`src/rtl/alu_sched_pkg.sv`:
```
// alu_sched shared types and constants.
// FSM state encoding, op-select width and perf counter width.
package alu_sched_pkg;

  typedef enum logic [1:0] {
    IDLE = 2'd0,
    EXEC = 2'd1,
    RESP = 2'd2
  } alu_sched_state_t;

  localparam int SEL_W  = 3;
  localparam int PERF_W = 16;

endpackage

```
`src/rtl/alu.sv`:
```
// Shared combinational ALU: add/sub/and/or/xor/shl/shr/not.
// Carry is carry-out for add, no-borrow for sub, shifted-out bit for shifts.
module alu
  import alu_sched_pkg::*;
#(
  parameter int WIDTH = 4
) (
  input  logic [WIDTH-1:0] a,
  input  logic [WIDTH-1:0] b,
  input  logic [SEL_W-1:0] sel,
  output logic [WIDTH-1:0] y,
  output logic             c
);

  logic [WIDTH:0] sum;
  logic [WIDTH:0] dif;

  // Decode the op select into result and carry.
  always_comb begin
    sum = {1'b0, a} + {1'b0, b};
    dif = {1'b0, a} + {1'b0, ~b} + (WIDTH+1)'(1);
    y   = '0;
    c   = 1'b0;
    case (sel)
      3'b000: begin
        y = sum[WIDTH-1:0];
        c = sum[WIDTH];
      end
      3'b001: begin
        y = dif[WIDTH-1:0];
        c = dif[WIDTH];
      end
      3'b010: y = a & b;
      3'b011: y = a | b;
      3'b100: y = a ^ b;
      3'b101: begin
        y = {a[WIDTH-2:0], 1'b0};
        c = a[WIDTH-1];
      end
      3'b110: begin
        y = {1'b0, a[WIDTH-1:1]};
        c = a[0];
      end
      default: y = ~a;
    endcase
  end

endmodule

```
`src/rtl/rr_arbiter.sv`:
```
// Combinational round-robin arbiter.
// Searches from prio upward, modulo NUM_REQ; first set request wins.
module rr_arbiter #(
  parameter  int NUM_REQ = 4,
  localparam int IDW     = $clog2(NUM_REQ)
) (
  input  logic [NUM_REQ-1:0] req,
  input  logic [IDW-1:0]     prio,
  output logic [NUM_REQ-1:0] gnt,
  output logic [IDW-1:0]     gnt_id
);

  logic           found;
  logic [IDW-1:0] idx;

  // Rotating priority search starting at prio.
  always_comb begin
    gnt    = '0;
    gnt_id = '0;
    found  = 1'b0;
    idx    = '0;
    for (int k = 0; k < NUM_REQ; k++) begin
      idx = IDW'((int'(prio) + k) % NUM_REQ);
      if (!found && req[idx]) begin
        found    = 1'b1;
        gnt[idx] = 1'b1;
        gnt_id   = idx;
      end
    end
  end

endmodule

```
`src/rtl/alu_sched.sv`:
```
// Round-robin scheduler sharing one alu among NUM_REQ requesters.
// Optional perf counters (perf_ops, perf_stall) under ALU_SCHED_PERF_EN.
module alu_sched
  import alu_sched_pkg::*;
#(
  parameter  int WIDTH   = 4,
  parameter  int NUM_REQ = 4,
  localparam int IDW     = $clog2(NUM_REQ)
) (
  input  logic                     clk,
  input  logic                     rst,
  input  logic [NUM_REQ-1:0]       req_valid,
  input  logic [NUM_REQ*WIDTH-1:0] req_a,
  input  logic [NUM_REQ*WIDTH-1:0] req_b,
  input  logic [NUM_REQ*SEL_W-1:0] req_sel,
  output logic [NUM_REQ-1:0]       req_ready,
  output logic                     resp_valid,
  input  logic                     resp_ready,
  output logic [WIDTH-1:0]         resp_y,
  output logic                     resp_c,
  output logic [IDW-1:0]           resp_id,
  output logic                     busy
`ifdef ALU_SCHED_PERF_EN
  ,
  output logic [PERF_W-1:0]        perf_ops,
  output logic [PERF_W-1:0]        perf_stall
`endif
);

  alu_sched_state_t state;
  alu_sched_state_t state_n;

  logic [IDW-1:0]     prio;
  logic [IDW-1:0]     prio_n;
  logic [NUM_REQ-1:0] gnt;
  logic [IDW-1:0]     gnt_id;
  logic               acc;

  logic [WIDTH-1:0] sel_a;
  logic [WIDTH-1:0] sel_b;
  logic [SEL_W-1:0] sel_s;

  logic [WIDTH-1:0] op_a;
  logic [WIDTH-1:0] op_b;
  logic [SEL_W-1:0] op_sel;
  logic [IDW-1:0]   op_id;

  logic [WIDTH-1:0] alu_y;
  logic             alu_c;

  rr_arbiter #(
    .NUM_REQ(NUM_REQ)
  ) u_arb (
    .req   (req_valid),
    .prio  (prio),
    .gnt   (gnt),
    .gnt_id(gnt_id)
  );

  alu #(
    .WIDTH(WIDTH)
  ) u_alu (
    .a  (op_a),
    .b  (op_b),
    .sel(op_sel),
    .y  (alu_y),
    .c  (alu_c)
  );

  // Route the granted requester's payload to the operation registers.
  always_comb begin
    sel_a = '0;
    sel_b = '0;
    sel_s = '0;
    for (int i = 0; i < NUM_REQ; i++) begin
      if (gnt[i]) begin
        sel_a = req_a[i*WIDTH +: WIDTH];
        sel_b = req_b[i*WIDTH +: WIDTH];
        sel_s = req_sel[i*SEL_W +: SEL_W];
      end
    end
  end

  // Pointer moves past the winner, wrapping at NUM_REQ-1.
  always_comb begin
    prio_n = gnt_id + IDW'(1);
    if (gnt_id == IDW'(NUM_REQ-1)) begin
      prio_n = '0;
    end
  end

  // FSM next state and accept strobe; reset blocks acceptance.
  always_comb begin
    state_n = state;
    acc     = 1'b0;
    case (state)
      IDLE: begin
        if (|req_valid && !rst) begin
          acc     = 1'b1;
          state_n = EXEC;
        end
      end
      EXEC: state_n = RESP;
      RESP: begin
        if (resp_ready) begin
          state_n = IDLE;
        end
      end
      default: state_n = IDLE;
    endcase
  end

  assign req_ready  = acc ? gnt : '0;
  assign resp_valid = (state == RESP);
  assign busy       = (state != IDLE);

  // FSM state register.
  always_ff @(posedge clk) begin
    if (rst) begin
      state <= IDLE;
    end else begin
      state <= state_n;
    end
  end

  // Capture the granted operation and advance the pointer.
  always_ff @(posedge clk) begin
    if (rst) begin
      prio   <= '0;
      op_a   <= '0;
      op_b   <= '0;
      op_sel <= '0;
      op_id  <= '0;
    end else if (acc) begin
      prio   <= prio_n;
      op_a   <= sel_a;
      op_b   <= sel_b;
      op_sel <= sel_s;
      op_id  <= gnt_id;
    end
  end

  // Register the ALU result at the end of EXEC; held through RESP.
  always_ff @(posedge clk) begin
    if (rst) begin
      resp_y  <= '0;
      resp_c  <= 1'b0;
      resp_id <= '0;
    end else if (state == EXEC) begin
      resp_y  <= alu_y;
      resp_c  <= alu_c;
      resp_id <= op_id;
    end
  end

`ifdef ALU_SCHED_PERF_EN
  // Completed handshakes (wrapping) and RESP stall cycles (saturating).
  always_ff @(posedge clk) begin
    if (rst) begin
      perf_ops   <= '0;
      perf_stall <= '0;
    end else begin
      if (resp_valid && resp_ready) begin
        perf_ops <= perf_ops + PERF_W'(1);
      end
      if (resp_valid && !resp_ready && perf_stall != '1) begin
        perf_stall <= perf_stall + PERF_W'(1);
      end
    end
  end
`endif

endmodule

```
`config.mk`:
```
export PLATFORM = sky130hd
export DESIGN_NAME = alu_sched
export DESIGN_NICKNAME = d
export VERILOG_FILES = /design/src/rtl/alu_sched_pkg.sv /design/src/rtl/alu.sv /design/src/rtl/rr_arbiter.sv /design/src/rtl/alu_sched.sv
export SDC_FILE = /design/constraint.sdc
export NUM_CORES = 1
export LEC_CHECK = 0
export BUFFER_PORTS_ARGS = -buffer_cell sky130_fd_sc_hd__buf_2
export CELL_PAD_IN_SITES_DETAIL_PLACEMENT = 0
export CELL_PAD_IN_SITES_GLOBAL_PLACEMENT = 1
export CORE_UTILIZATION = 43
export DETAILED_ROUTE_END_ITERATION = 6
export PLACE_DENSITY = 0.9
export RECOVER_POWER = 25
export SYNTH_ARGS = -nofsm -noshare
export SYNTH_HDL_FRONTEND = slang
export SYNTH_SLANG_ARGS = --single-unit
```
`constraint.sdc`:
```
create_clock -name clk -period 6.25 [get_ports clk]
set_input_delay 1.25 -clock clk [delete_from_list [all_inputs] [get_ports clk]]
set_output_delay 1.25 -clock clk [all_outputs]
set_load 0.01 [all_outputs]
```
-- Word level (Yosys, flattened, before mapping)
Index checks and enable logic that the tools add are counted.
- bits in registers: 24
- output and inout bits: 13
- reductions and logical operators: 17
- multiplexer cells: 48
- order comparisons: 8
- bitwise gates (word level): 8
- equal/unequal tests: 11
- add/subtract/negate cells: 7
- operator list (operator ; count):
    $mux 4 ; 13
    $pmux 4 s7 ; 1
    $or 4x4->4 ; 4
    $mux 2 ; 7
    $mux 1 ; 13
    $lt 2x3->1 const B ; 4
    $mux 3 ; 4
    $add 4x4->5 ; 2
    $eq 3x3->1 const B ; 3
    $bmux 1 s2 ; 4
    $demux 1 s2 ; 4
    $ge 2x1->1 const B ; 4
    $logic_and 1x1->1 ; 8
    $not 4->4 ; 2
    $eq 3x2->1 const B ; 2
    $pmux 2 s3 ; 1
    $add 5x1->5 const B ; 1
    $add 2x1->2 const B ; 2
    $add 2x2->2 const B ; 2
    $and 4x4->4 ; 1
    $eq 2x2->1 const B ; 2
    $logic_not 1->1 ; 4
    $pmux 1 s4 ; 1
    $reduce_or 4->1 ; 1
    9 further kinds ; 9

-- Logic depth before layout (Yosys ltp)
- depth in word-level cells: 16
- mapped depth: 12

-- Modules after synthesis
From an unflattened synthesis, not the netlist that was laid out.
- cell total of the unflattened synthesis: 263
- area, all modules: 2336.0 µm²
- by module, submodules not included (module ; sequential area each (µm²) ; cells an instance ; times used ; area an instance (µm²)):
    alu_sched ; 480.5 ; 126 ; 1 ; 1233.7
    alu ; 0.0 ; 89 ; 1 ; 663.1
    rr_arbiter ; 0.0 ; 48 ; 1 ; 439.2

-- Worst setup path before layout
Ideal clock, no wire load.
- kind: register to output
- from: register with a tool-made name
- to: output req_ready[1]
- buffers on the path: 4
- arrival: 2853 ps
- path slack: 2147 ps
- cell stages (with the launch flop): 12
- cell sequence: dfxtp_1 > buf_6 > clkbuf_1 > inv_1 > ha_1 > clkbuf_1 > mux2_2 > mux2i_1 > nor2_1 > a2111oi_4 > buf_6 > nor2_1
- RTL lines (element ; RTL line ; source):
    to (decl) ; alu_sched.sv:16 ; output logic [NUM_REQ-1:0] req_ready,

==> results.md <==
Status:
- The run finished with clean final reports.

Detailed routing:
- The average detailed-routed wire length per instance is 14.98 um.
- Dividing the detail-routed via count by the number of cells gives 5.769.
- Summed over all layers, the routed wires come to 6.487 mm.
- The count of nets left with antenna violations after detail routing is 0.
- For this run, the detailed router's first-pass iteration total came to 4.
- The number of DRC markers after the initial detailed-route iteration is 172.
- The total vias in the final route is 2,498.
- In the routed design, unresolved DRC markers number 0.

Worst setup path:
- The cell with the biggest individual delay on the critical path is dfxtp_1.
- The largest delay contributor family on the critical path is flip-flops.
- The critical path capture point type is an output pin.
- The sum of buffers and inverters on the critical path is 3.
- The worst setup path is of the flip-flop to output pin kind.
- In this run the critical register-to-register path is captured at op_b[3].
- The stage delay of the slowest cell on the critical path is 820 ps.
- The register-to-register path setup slack is 2010 ps.
- STA classifies the critical path startpoint as a flip-flop.
- For the worst flop-to-flop path, the logic depth is 8.
- The required time of the critical path is 5000 ps.
- The data arrival time at the worst-slack endpoint is 3610 ps.
- Walking the worst path, the cells encountered are inv_1 > ha_1 > mux4_2 > a32o_1 > a2111oi_4 > buf_4 > nor2_1 > buf_2.
- Along the worst path, the maximum fanout reaches 21.

Timing:
- Dividing the final minimum period by the clock period gives 0.7780.
- The setup total negative slack is 0 ps.
- The number of hold-slack violations in the final timing report is 0.
- The worst pin sits at a relative slew slack of 0.3005.
- The maximum clock skew at final layout is 3.853 ps.
- The transition at the pin with the smallest max-transition slack is 1045 ps.
- Counting I/O delays and the setup requirement, the final critical path takes 4863 ps.
- The max-slew violation total from the final report was 0.
- Setup repair after global routing left no endpoint under its margin.
- Timing would allow up to 205.6 MHz.
- Setup violations remaining at the end of the flow were counted as 0.

Synthesis:
- The area fraction in compound gates after synthesis is 0.3141.
- Of the total synthesized cell area, the portion taken by full adders, half adders and majority gates is 0.1088.
- The largest area contributor in the netlist is dfxtp_1.
- During synthesis, Yosys emitted a total of 0 warnings.
- The multiplexer share of the synthesized area is 0.1112.
- The average instance in the mapped netlist occupies 8.107 sq um.
- The part of the Yosys area used for sequential elements is 0.1881.
- The most used flip-flop cell after synthesis is dfxtp_1.
- The portion of synthesized cell area occupied by the leading cell type is 0.1881.
- After synthesis, the cell types taking the most area are dfxtp_1, ha_1, mux2i_1, a221oi_2, inv_1.
- Counting flops with a built-in enable in the synthesized netlist gives 0.
- The flip-flop and latch count after synthesis is 24.
- The largest family of logic cells by synthesized area is compound AO/OA/AOI/OAI gates.
- The synthesized instance count is 315.
- The synthesized netlist occupies a cell area of 2554 sq um.
- The share of synthesized registers carrying an async set or reset is 0.
- The net count after synthesis is 387.
- Of the total synthesized cell area, the portion taken by XOR and XNOR cells is 0.006859.
- Of the total synthesized cell area, the portion taken by AND, OR, NAND and NOR gates is 0.1597.
- Yosys mapped the design onto 54 distinct sky130hd cell types.

Power:
- For this design the static power due to leakage is 1.346 nW.
- Across the VDD grid, the largest voltage drop is 166.4 uV.
- Overall power consumption after layout is estimated at 0.9976 mW.
- For this design the ratio of total power to cell area is 340.7 nW/um^2.

Global route:
- For this run the aggregate overflow at the end of global routing stands at 0.
- The via count of the first global-routing pass is 2,513.
- The all-layer global routing usage is 0.2204.
- Entering global routing, the biggest net connects 23 pins.
- The number of antenna violations at the first check in global routing is 0.
- The first global-routing pass estimated 11.17 mm of wire.

Place:
- After legalization and detailed placement, the total HPWL measured 4.978 mm.
- The number of I/O port buffers is 63.
- At the end of routability-driven placement, the weighted congestion stood at 0.9281.

Layout:
- The library cells used most frequently in the layout, excluding fill and tap cells, are buf_2, inv_1, dfxtp_1.
- The area occupied by multi-input gates is 1794 sq um.
- The register cell area after layout is 480.5 sq um.
- The share of final-layout standard cells stronger than drive strength 1 is 0.2438.
- The area added between synthesis and finish is 14.65%.
- The commonest non-fill, non-tap cell in the layout is buf_2.
- The total inserted antenna cells is 0.
- The final net count is 434.
- The count of filler cells inserted in the layout is 567.

Clock network:
- The clock passes through at most 2 buffers.
- TritonCTS built the clock tree.
- The number of hold buffers added after CTS was 0.
- The insertion delay to the later sink of the worst-skew pair is 270 ps.
- In this run, post-CTS repair resized a total of 0 instances.
- The clock buffer count from CTS is 3.
- CTS placed an instance of clkbuf_8 at the clock tree root.
- In this run the number of H-tree levels came out at 1.
- The tree built by TritonCTS fans out to 24 sinks.
- The number of setup buffers added after CTS is 0.
- After clock tree synthesis, the clock-pin slew on the worst setup and hold paths is 90 ps.

Worst hold path:
- The worst hold path depth is 2.
- The worst hold path begins at resp_id[1].
- The worst min-delay path class is flip-flop to flip-flop.
- For hold timing, the worst endpoint is resp_id[1].

Die:
- The starting density of the core is 0.4554.
- The area of the die is 6251 sq um.
- The number of core rows is 27.
- The chip width is 79.07 um.
- The die is 79.07 um tall.
- The core region is 5608 sq um.
- The number of primary I/O pins is 64.

Run:
- Max-cap violations in this run came to 0.
cell type report:
type / count / share of cell area
Clock buffer: 3 / 0.01410
Clock inverter: 1 / 0.01026
Inverter: 41 / 0.05256
Multi-Input combinational cell: 225 / 0.6128
Sequential cell: 24 / 0.1641
Tap cell: 72 / 0.03077
Timing Repair Buffer: 67 / 0.1154
worst max path at each step:
stage	from	end	slack, ps	cells after the start
after floorplan	flip-flop	req_ready[1]	2150	11
after global placement	flip-flop	req_ready[1]	1770	8
final	flip-flop	req_ready[1]	1390	8
after CTS	flip-flop	req_ready[1]	1410	8
after detailed placement	flip-flop	req_ready[1]	1710	8
after global routing	flip-flop	req_ready[1]	1170	8
power breakdown:
| part | switching, mW | internal, mW |
|---|---|---|
| clock | 0.0504 | 0.0856 |
| sequential | 0.0835 | 0.192 |
| combinational | 0.319 | 0.267 |
| total | 0.453 | 0.545 |
Yosys cell counts (5+ instances only):
cell,n
a21oi_1,18
nand2_1,14
ha_1,19
clkbuf_1,16
o221ai_1,13
inv_1,40
o21ai_0,13
dfxtp_1,24
a221oi_2,10
nor3_1,6
nor2b_1,7
a31oi_1,14
mux2i_1,16
a211oi_1,7
nor3b_1,6
buf_2,5
nor2_1,21
state kept, by name, indices dropped and copies added, names as in the netlist, named ones only:
signal,flops
op_a,4
op_b,4
op_id,2
op_sel,3
prio,1
resp_c,1
resp_id,2
resp_y,4
state,2
worst reg2reg max path, stage by stage (launching register included):
cell and delay, ps:
dfxtp_1 820, inv_1 230, ha_1 570, mux4_2 630
and2b_1 220, a22o_1 200, nor3_1 290, nor3b_2 910
a221oi_1 220
stage by stage:
stage                     cells  utilization  instance area [sq um]  hold slack (ps)  worst slack [ps]
after floorplan             315            -                   2554            428.7              2147
after global placement      429       0.5107                   2864            445.9              1767
after detailed placement    429       0.5107                   2864            447.7              1710
after CTS                   433       0.5234                   2935            460.3              1407
after global routing        433       0.5221                   2928            483.9              1169
final                       433       0.5221                   2928            456.9              1387
layer usage:
layer  vias to the layer above  track usage  routed length (um)
met5                         -            0                   0
li1                       1249            -                   -
met3                         9      0.01264                 192
met4                         0      0.06364                  85
met1                      1173       0.2920                3026
met2                        67       0.3836                3184
kinds of logic after synthesis:
kind of cell / after synthesis
muxes: 23
and+or+nand+nor: 78
DFF: 24
AOI/OAI and AO/OA: 101
buffers and inverters: 66
adders and majority gates: 21
xor gates and xnor gates: 2
Power figures use the tool's default switching activity.
